$ cat src/rtl/aes_v2_round_seq_pkg.sv
// Shared types and byte/column helpers for the aes_v2 round sequencer.
// Byte k of a 128-bit state sits at [8k+7:8k]; column c is bytes 4c..4c+3.
package aes_pkg;

  typedef enum logic [1:0] {
    ST_IDLE = 2'd0,
    ST_SUB  = 2'd1,
    ST_MIX  = 2'd2,
    ST_DONE = 2'd3
  } fsm_e;

  // ShiftRows pulls row r of output column c from column c+r; the inverse from c-r.
  function automatic logic [1:0] src_col_enc(input logic [1:0] c, input logic [1:0] r);
    return c + r;
  endfunction

  function automatic logic [1:0] src_col_dec(input logic [1:0] c, input logic [1:0] r);
    return c - r;
  endfunction

  function automatic logic [31:0] get_col(input logic [127:0] s, input logic [1:0] c);
    return s[32*c +: 32];
  endfunction

  function automatic logic [127:0] set_col(input logic [127:0] s, input logic [1:0] c,
                                           input logic [31:0] w);
    logic [127:0] r;
    r = s;
    r[32*c +: 32] = w;
    return r;
  endfunction

endpackage

$ cat src/rtl/aes_v2_round_seq_shiftsel.sv
// Gathers the four (Inv)ShiftRows source bytes for output column col_i into one word.
// Purely combinational; row r lands in word_o[8r+7:8r].
module aes_v2_shiftsel
  import aes_pkg::*;
(
  input  logic [127:0] state_i,
  input  logic [1:0]   col_i,
  input  logic         enc_i,
  output logic [31:0]  word_o
);

  for (genvar r = 0; r < 4; r++) begin : g_row
    logic [1:0] src;
    assign src = enc_i ? src_col_enc(col_i, 2'(r)) : src_col_dec(col_i, 2'(r));
    assign word_o[8*r +: 8] = state_i[32*src + 8*r +: 8];
  end

endmodule

$ cat src/rtl/aes_v2_round_seq.sv
// One AES round (or equivalent-inverse round) by issuing per-column sub/mix ops to an external aes_v2 unit.
// Zero-wait unit: response 9 cycles after accept (5 for a last round); operands held stable while the unit stalls.
module aes_v2_round_seq
  import aes_pkg::*;
#(
  parameter bit KEY_XOR = 1'b1
) (
  input  logic         g_clk,
  input  logic         g_resetn,
  input  logic         req_valid,
  output logic         req_ready,
  input  logic         req_enc,
  input  logic         req_last,
  input  logic [127:0] req_state,
  input  logic [127:0] req_key,
  output logic         rsp_valid,
  input  logic         rsp_ready,
  output logic [127:0] rsp_state,
  output logic         aes_valid,
  output logic         aes_sub,
  output logic         aes_enc,
  output logic [31:0]  aes_rs1,
  output logic [31:0]  aes_rs2,
  input  logic         aes_ready,
  input  logic [31:0]  aes_rd
);

  fsm_e         fsm_q;
  logic [1:0]   col_q;
  logic [127:0] state_q;
  logic [127:0] key_q;
  logic [127:0] res_q;
  logic [127:0] res_d;
  logic         enc_q;
  logic         last_q;
  logic         aes_valid_q;
  logic         aes_sub_q;
  logic [31:0]  rs_q;
  logic         rsp_valid_q;

  logic [127:0] key_in;
  logic [127:0] sel_state;
  logic [1:0]   sel_col;
  logic         sel_enc;
  logic [31:0]  sel_word;
  logic         col_done;

  assign key_in = KEY_XOR ? req_key : '0;

  // Operand for the next sub op: from the incoming request in IDLE, else the following column.
  assign sel_state = (fsm_q == ST_IDLE) ? req_state : state_q;
  assign sel_col   = (fsm_q == ST_IDLE) ? 2'd0 : col_q + 2'd1;
  assign sel_enc   = (fsm_q == ST_IDLE) ? req_enc : enc_q;

  aes_v2_shiftsel u_shiftsel (
    .state_i (sel_state),
    .col_i   (sel_col),
    .enc_i   (sel_enc),
    .word_o  (sel_word)
  );

  assign col_done = aes_ready && ((fsm_q == ST_MIX) || (fsm_q == ST_SUB && last_q));
  assign res_d    = set_col(res_q, col_q, aes_rd ^ get_col(key_q, col_q));

  always_ff @(posedge g_clk) begin
    if (!g_resetn) begin
      fsm_q       <= ST_IDLE;
      col_q       <= 2'd0;
      state_q     <= '0;
      key_q       <= '0;
      res_q       <= '0;
      enc_q       <= 1'b0;
      last_q      <= 1'b0;
      aes_valid_q <= 1'b0;
      aes_sub_q   <= 1'b0;
      rs_q        <= '0;
      rsp_valid_q <= 1'b0;
    end else begin
      if (fsm_q == ST_IDLE && req_valid) begin
        state_q     <= req_state;
        key_q       <= key_in;
        enc_q       <= req_enc;
        last_q      <= req_last;
        col_q       <= 2'd0;
        fsm_q       <= ST_SUB;
        aes_valid_q <= 1'b1;
        aes_sub_q   <= 1'b1;
        rs_q        <= sel_word;
      end
      if (fsm_q == ST_SUB && aes_ready && !last_q) begin
        fsm_q     <= ST_MIX;
        aes_sub_q <= 1'b0;
        rs_q      <= aes_rd;
      end
      if (col_done) begin
        res_q <= res_d;
        if (col_q == 2'd3) begin
          fsm_q       <= ST_DONE;
          aes_valid_q <= 1'b0;
          rsp_valid_q <= 1'b1;
        end else begin
          col_q     <= col_q + 2'd1;
          fsm_q     <= ST_SUB;
          aes_sub_q <= 1'b1;
          rs_q      <= sel_word;
        end
      end
      if (fsm_q == ST_DONE && rsp_ready) begin
        fsm_q       <= ST_IDLE;
        rsp_valid_q <= 1'b0;
      end
    end
  end

  assign req_ready = (fsm_q == ST_IDLE);
  assign rsp_valid = rsp_valid_q;
  assign rsp_state = res_q;
  assign aes_valid = aes_valid_q;
  assign aes_sub   = aes_sub_q;
  assign aes_enc   = enc_q;
  assign aes_rs1   = rs_q;
  assign aes_rs2   = rs_q;

endmodule

$ cat config.mk
export PLATFORM = sky130hd
export DESIGN_NAME = aes_v2_round_seq
export DESIGN_NICKNAME = d
export VERILOG_FILES = /design/src/rtl/aes_v2_round_seq_pkg.sv /design/src/rtl/aes_v2_round_seq_shiftsel.sv /design/src/rtl/aes_v2_round_seq.sv
export SDC_FILE = /design/constraint.sdc
export NUM_CORES = 1
export LEC_CHECK = 0
export ABC_AREA = 1
export CAP_MARGIN = 10
export CORE_MARGIN = 1
export CORE_UTILIZATION = 35
export CTS_CLUSTER_SIZE = 24
export DETAILED_ROUTE_END_ITERATION = 12
export SETUP_SLACK_MARGIN = 0.2
export SYNTH_ARGS = -nofsm -noshare
export SYNTH_HDL_FRONTEND = slang
export SYNTH_SLANG_ARGS = --single-unit
export TNS_END_PERCENT = 100
$ cat constraint.sdc
create_clock -name g_clk -period 2.5 [get_ports g_clk]
set_input_delay 0.5 -clock g_clk [delete_from_list [all_inputs] [get_ports g_clk]]
set_output_delay 0.5 -clock g_clk [all_outputs]
set_load 0.02 [all_outputs]
==> flow_summary.yaml <==
run_status:
  run_status: "finished clean"
worst_setup_path:
  critical_path.max_stage_delay_ns: 0.67
  critPathArrivalTime_ns: 1.77
  worst-setup-path-type: "flop to output port"
  worst-endpoint-required_ns: 2.00
  critical_path_peak_fanout: 3
  worstPathBufferInverterCount: 1
  timing.critical_path.from_type: "flop"
  crit_slowest_cell: "sky130_fd_sc_hd__clkdlybuf4s50_1"
  family_of_cells_with_the_greatest_summed_delay_on_the_critical_path: "buffers and inverters"
  timing.critical_path.to_type: "output port"
  worstPathCellList: "clkdlybuf4s50_1"
pwr:
  ir_worst_vdd_v: 0.0005283
  swShare_pct: 32.47
  clkPwrFrac_pct: 35.3
  seqPwrFrac_pct: 39.0
  power_per_cell_area_nw_per_um2: 781.0
  power_frac_comb_pct: 25.7
  power.static_leakage_nw: 9.885
  power.internal_mw: 13.62
  p_switching_mw: 6.550
die:
  floorplan.die_area_um2: 54030
  placeableCoreArea_um2: 52550
  io-pin-count: 492
  die_x_um: 232.5
  die_boundary_height_um: 232.5
  floorplan.initialDensity_pct: 35.37
  fp-row-count: 84
worst_hold_path:
  min_delay_worst_type: "primary input to flop"
logic_synthesis:
  yosys_register_bits: 425
  netlist_top_cells_area: "sky130_fd_sc_hd__dfxtp_1 46%, sky130_fd_sc_hd__nand2_1 13%, sky130_fd_sc_hd__nor2_1 9.4%"
  synth.top_cell.area_share_pct: 45.77
  mapped_avg_cell_area_um2: 6.925
  synth_enable_flop_cells: 0
  syn-cell-area_um2: 18590
  biggest_area_consumer_among_synthesized_cells: "sky130_fd_sc_hd__dfxtp_1"
  synth_warnings: 0
  synth_cell_type_count: 28
  yosys_most_used_dff: "sky130_fd_sc_hd__dfxtp_1"
  sequential_element_share_of_the_synthesized_area_pct: 45.77
  netlist_top_cells_count: "655 x sky130_fd_sc_hd__nand2_1, 464 x sky130_fd_sc_hd__nor2_1, 425 x sky130_fd_sc_hd__dfxtp_1, 277 x sky130_fd_sc_hd__o21ai_0, 205 x sky130_fd_sc_hd__a21oi_1"
  most_frequently_used_cell_type_in_the_post_synthesis_netlist: "sky130_fd_sc_hd__nand2_1"
  netlist_instances: 2684
  synth_async_sr_flop_share_pct: 0
  syn_nets: 2985
cts:
  clock-sinks: 425
  tritoncts: "yes"
  cts.clk_slew.worst_paths_ns: 0.06
  total_of_hold_buffers_inserted_after_clock_tree_synthesis: 0
  cts_inserted_buffers: 48
  clock_latency_on_the_worst_skew_pair_ns: 0.60
  cts_max_path_buffers: 3
  cts-htree-levels: 2
  clock-root-buffer: "sky130_fd_sc_hd__clkbuf_16"
cells_and_area:
  fin_nets: 3374
  final_layout_size_suffix_gt1_share_pct: 6.174
  finish.instance_area_um2: 25830
  area_growth_syn_to_layout_pct: 38.94
  n_fill_cell: 5223
  regArea_um2: 8514
  multi_input_gate_area_um2: 8778
routing:
  route.vias.total: 19650
  wl_per_cell_um: 19.86
  total_wirelength_um: 75460
  postRouteAntennaNets: 0
  drc_markers: 0
  drt_iter0_markers: 1880
  detail_route.first_pass.iterations: 7
  detail_route.vias_per_cell: 5.172
run:
  cap_violations: 0
sta:
  min_period_over_period_pct: 90.60
  fin_crit_ns: 2.265
  rsz0062_at_grt: "true"
  report.final.hold_viol_count: 0
  worst_pin_slew_ns: 0.7378
  setup-tns-final_ns: 0
  finalSetupViolations: 0
  max_fclk_mhz: 441.5
  max-slew-margin-rel_pct: 50.70
  slew_limit_fails: 0
  skew_ns: 0.02224
global_routing:
  first_pass_grt_wire_length_um: 109900
  grt_overflow_total: 0
  maximum_number_of_pins_on_one_net_before_global_route_repair: 99
  first_global_vias: 18170
  grt_util_all_layers_pct: 26.89
  initial_antenna_violation_count: 3
place:
  globalplace.congestion: 0.8912
  dp_hpwl_um: 54940
  postPlaceCellArea_um2: 24160
  buffer_ports.inserted: 491
==> cells in the final DEF (no fill, tap or decap), drive strengths merged <==
master and instances:
dfxtp 425, nand4 64, clkdlybuf4s50 489, o211ai 17, xnor2 16, a31oi 17
a211oi 1, nand3 171, nor3 1, bufinv 2, and2 1, a21oi 205
o22ai 18, nor2 470, o21a 8, ha 6, diode 2, buf 87
clkbuf 74, o21ai 281, clkinv 8, xor2 16, nand2 657, inv 75
clkdlybuf4s15 1
==> per-stage QoR <==
stage	utilization, %	instances	hold slack (ns)	total power [mW]	worst slack, ns
6_report	49.15	3800	0.4249	20.17	0.2350
5_1_grt	49.15	3800	0.4636	21.04	0.1915
4_1_cts	49.00	3793	0.4237	20.20	0.1870
3_5_place_dp	45.97	3705	0.4384	13.11	0.1774
3_3_place_gp	45.97	3705	0.4346	13.05	0.1731
2_1_floorplan	-	2684	0.4245	10.75	0.2535
==> kinds of logic (layout without fill, tap and decap cells) <==
| logic type | after synthesis | count (layout) | share of synthesized area [%] |
|---|---|---|---|
| adders and majority gates | 6 | 6 | 0.4039 |
| and+or+nand+nor | 1363 | 1364 | 29.71 |
| xor gates and xnor gates | 32 | 32 | 1.508 |
| buffers and inverters | 311 | 736 | 7.297 |
| AOI/OAI and AO/OA | 547 | 547 | 15.31 |
| other | 0 | 2 | 0 |
| DFF | 425 | 425 | 45.77 |
==> state kept, by name (all words and copies together) (netlist names) <==
| name | cells |
|---|---|
| aes_valid | 1 |
| key_q | 128 |
| rsp_state | 128 |
| aes_enc | 1 |
| rsp_valid | 1 |
| aes_sub | 1 |
| last_q | 1 |
| fsm_q | 2 |
| col_q | 2 |
| state_q | 128 |
| aes_rs1 | 32 |
==> worst min-delay path, stage by stage <==
cell,delay [ns]
sky130_fd_sc_hd__buf_6,0.11
sky130_fd_sc_hd__buf_12,0.20
sky130_fd_sc_hd__o21ai_0,0.12
sky130_fd_sc_hd__nor2_1,0.04
==> final timing paths <==
kind	from	endpoint	slack, ns	cells past startpoint
setup reg to reg	fsm_q[1]$_SDFFE_PP0P_	aes_rs1[5]$_SDFF_PN0_	0.31	8
hold reg to reg	state_q[41]$_SDFFE_PN0P_	state_q[41]$_SDFFE_PN0P_	0.45	2
setup / recovery	aes_rs1[3]$_SDFF_PN0_	aes_rs2[3]	0.23	1
hold / removal	g_resetn	state_q[51]$_SDFFE_PN0P_	0.42	4
==> timing repair <==
action                     CTS  global route
pin swaps                    1             2
setup endpoints to repair    4            27
cloned                       0             1
buffers inserted             1             4
resized for setup            4             6
==> final cells by class <==
class	instances	area share, %
Multi-Input combinational cell	1949	33.99
Sequential cell	425	32.97
Timing Repair Buffer	577	22.48
Clock buffer	74	5.615
Tap cell	688	3.333
Inverter	72	1.085
Clock inverter	13	0.5039
Antenna cell	2	0.01938
==> power groups by stage <==
stage | Clock, mW | Combinational (mW) | Sequential, mW
floorplan | 0 | 2.76 | 7.99
global route | 7.48 | 5.64 | 7.93
CTS | 7.21 | 5.13 | 7.87
detailed placement | 0 | 5.10 | 8.01
global placement | 0 | 5.06 | 7.98
finish | 7.12 | 5.18 | 7.87
==> routing by layer <==
layer / global-route usage [%] / up-vias / routed length, um
met2: 44.51 / 805 / 35640
met1: 35.55 / 9190 / 31990
met5: 0 / - / 0
met3: 3.199 / 130 / 5114
li1: - / 9528 / -
met4: 10.50 / 0 / 2709
Power figures use the tool's default switching activity.
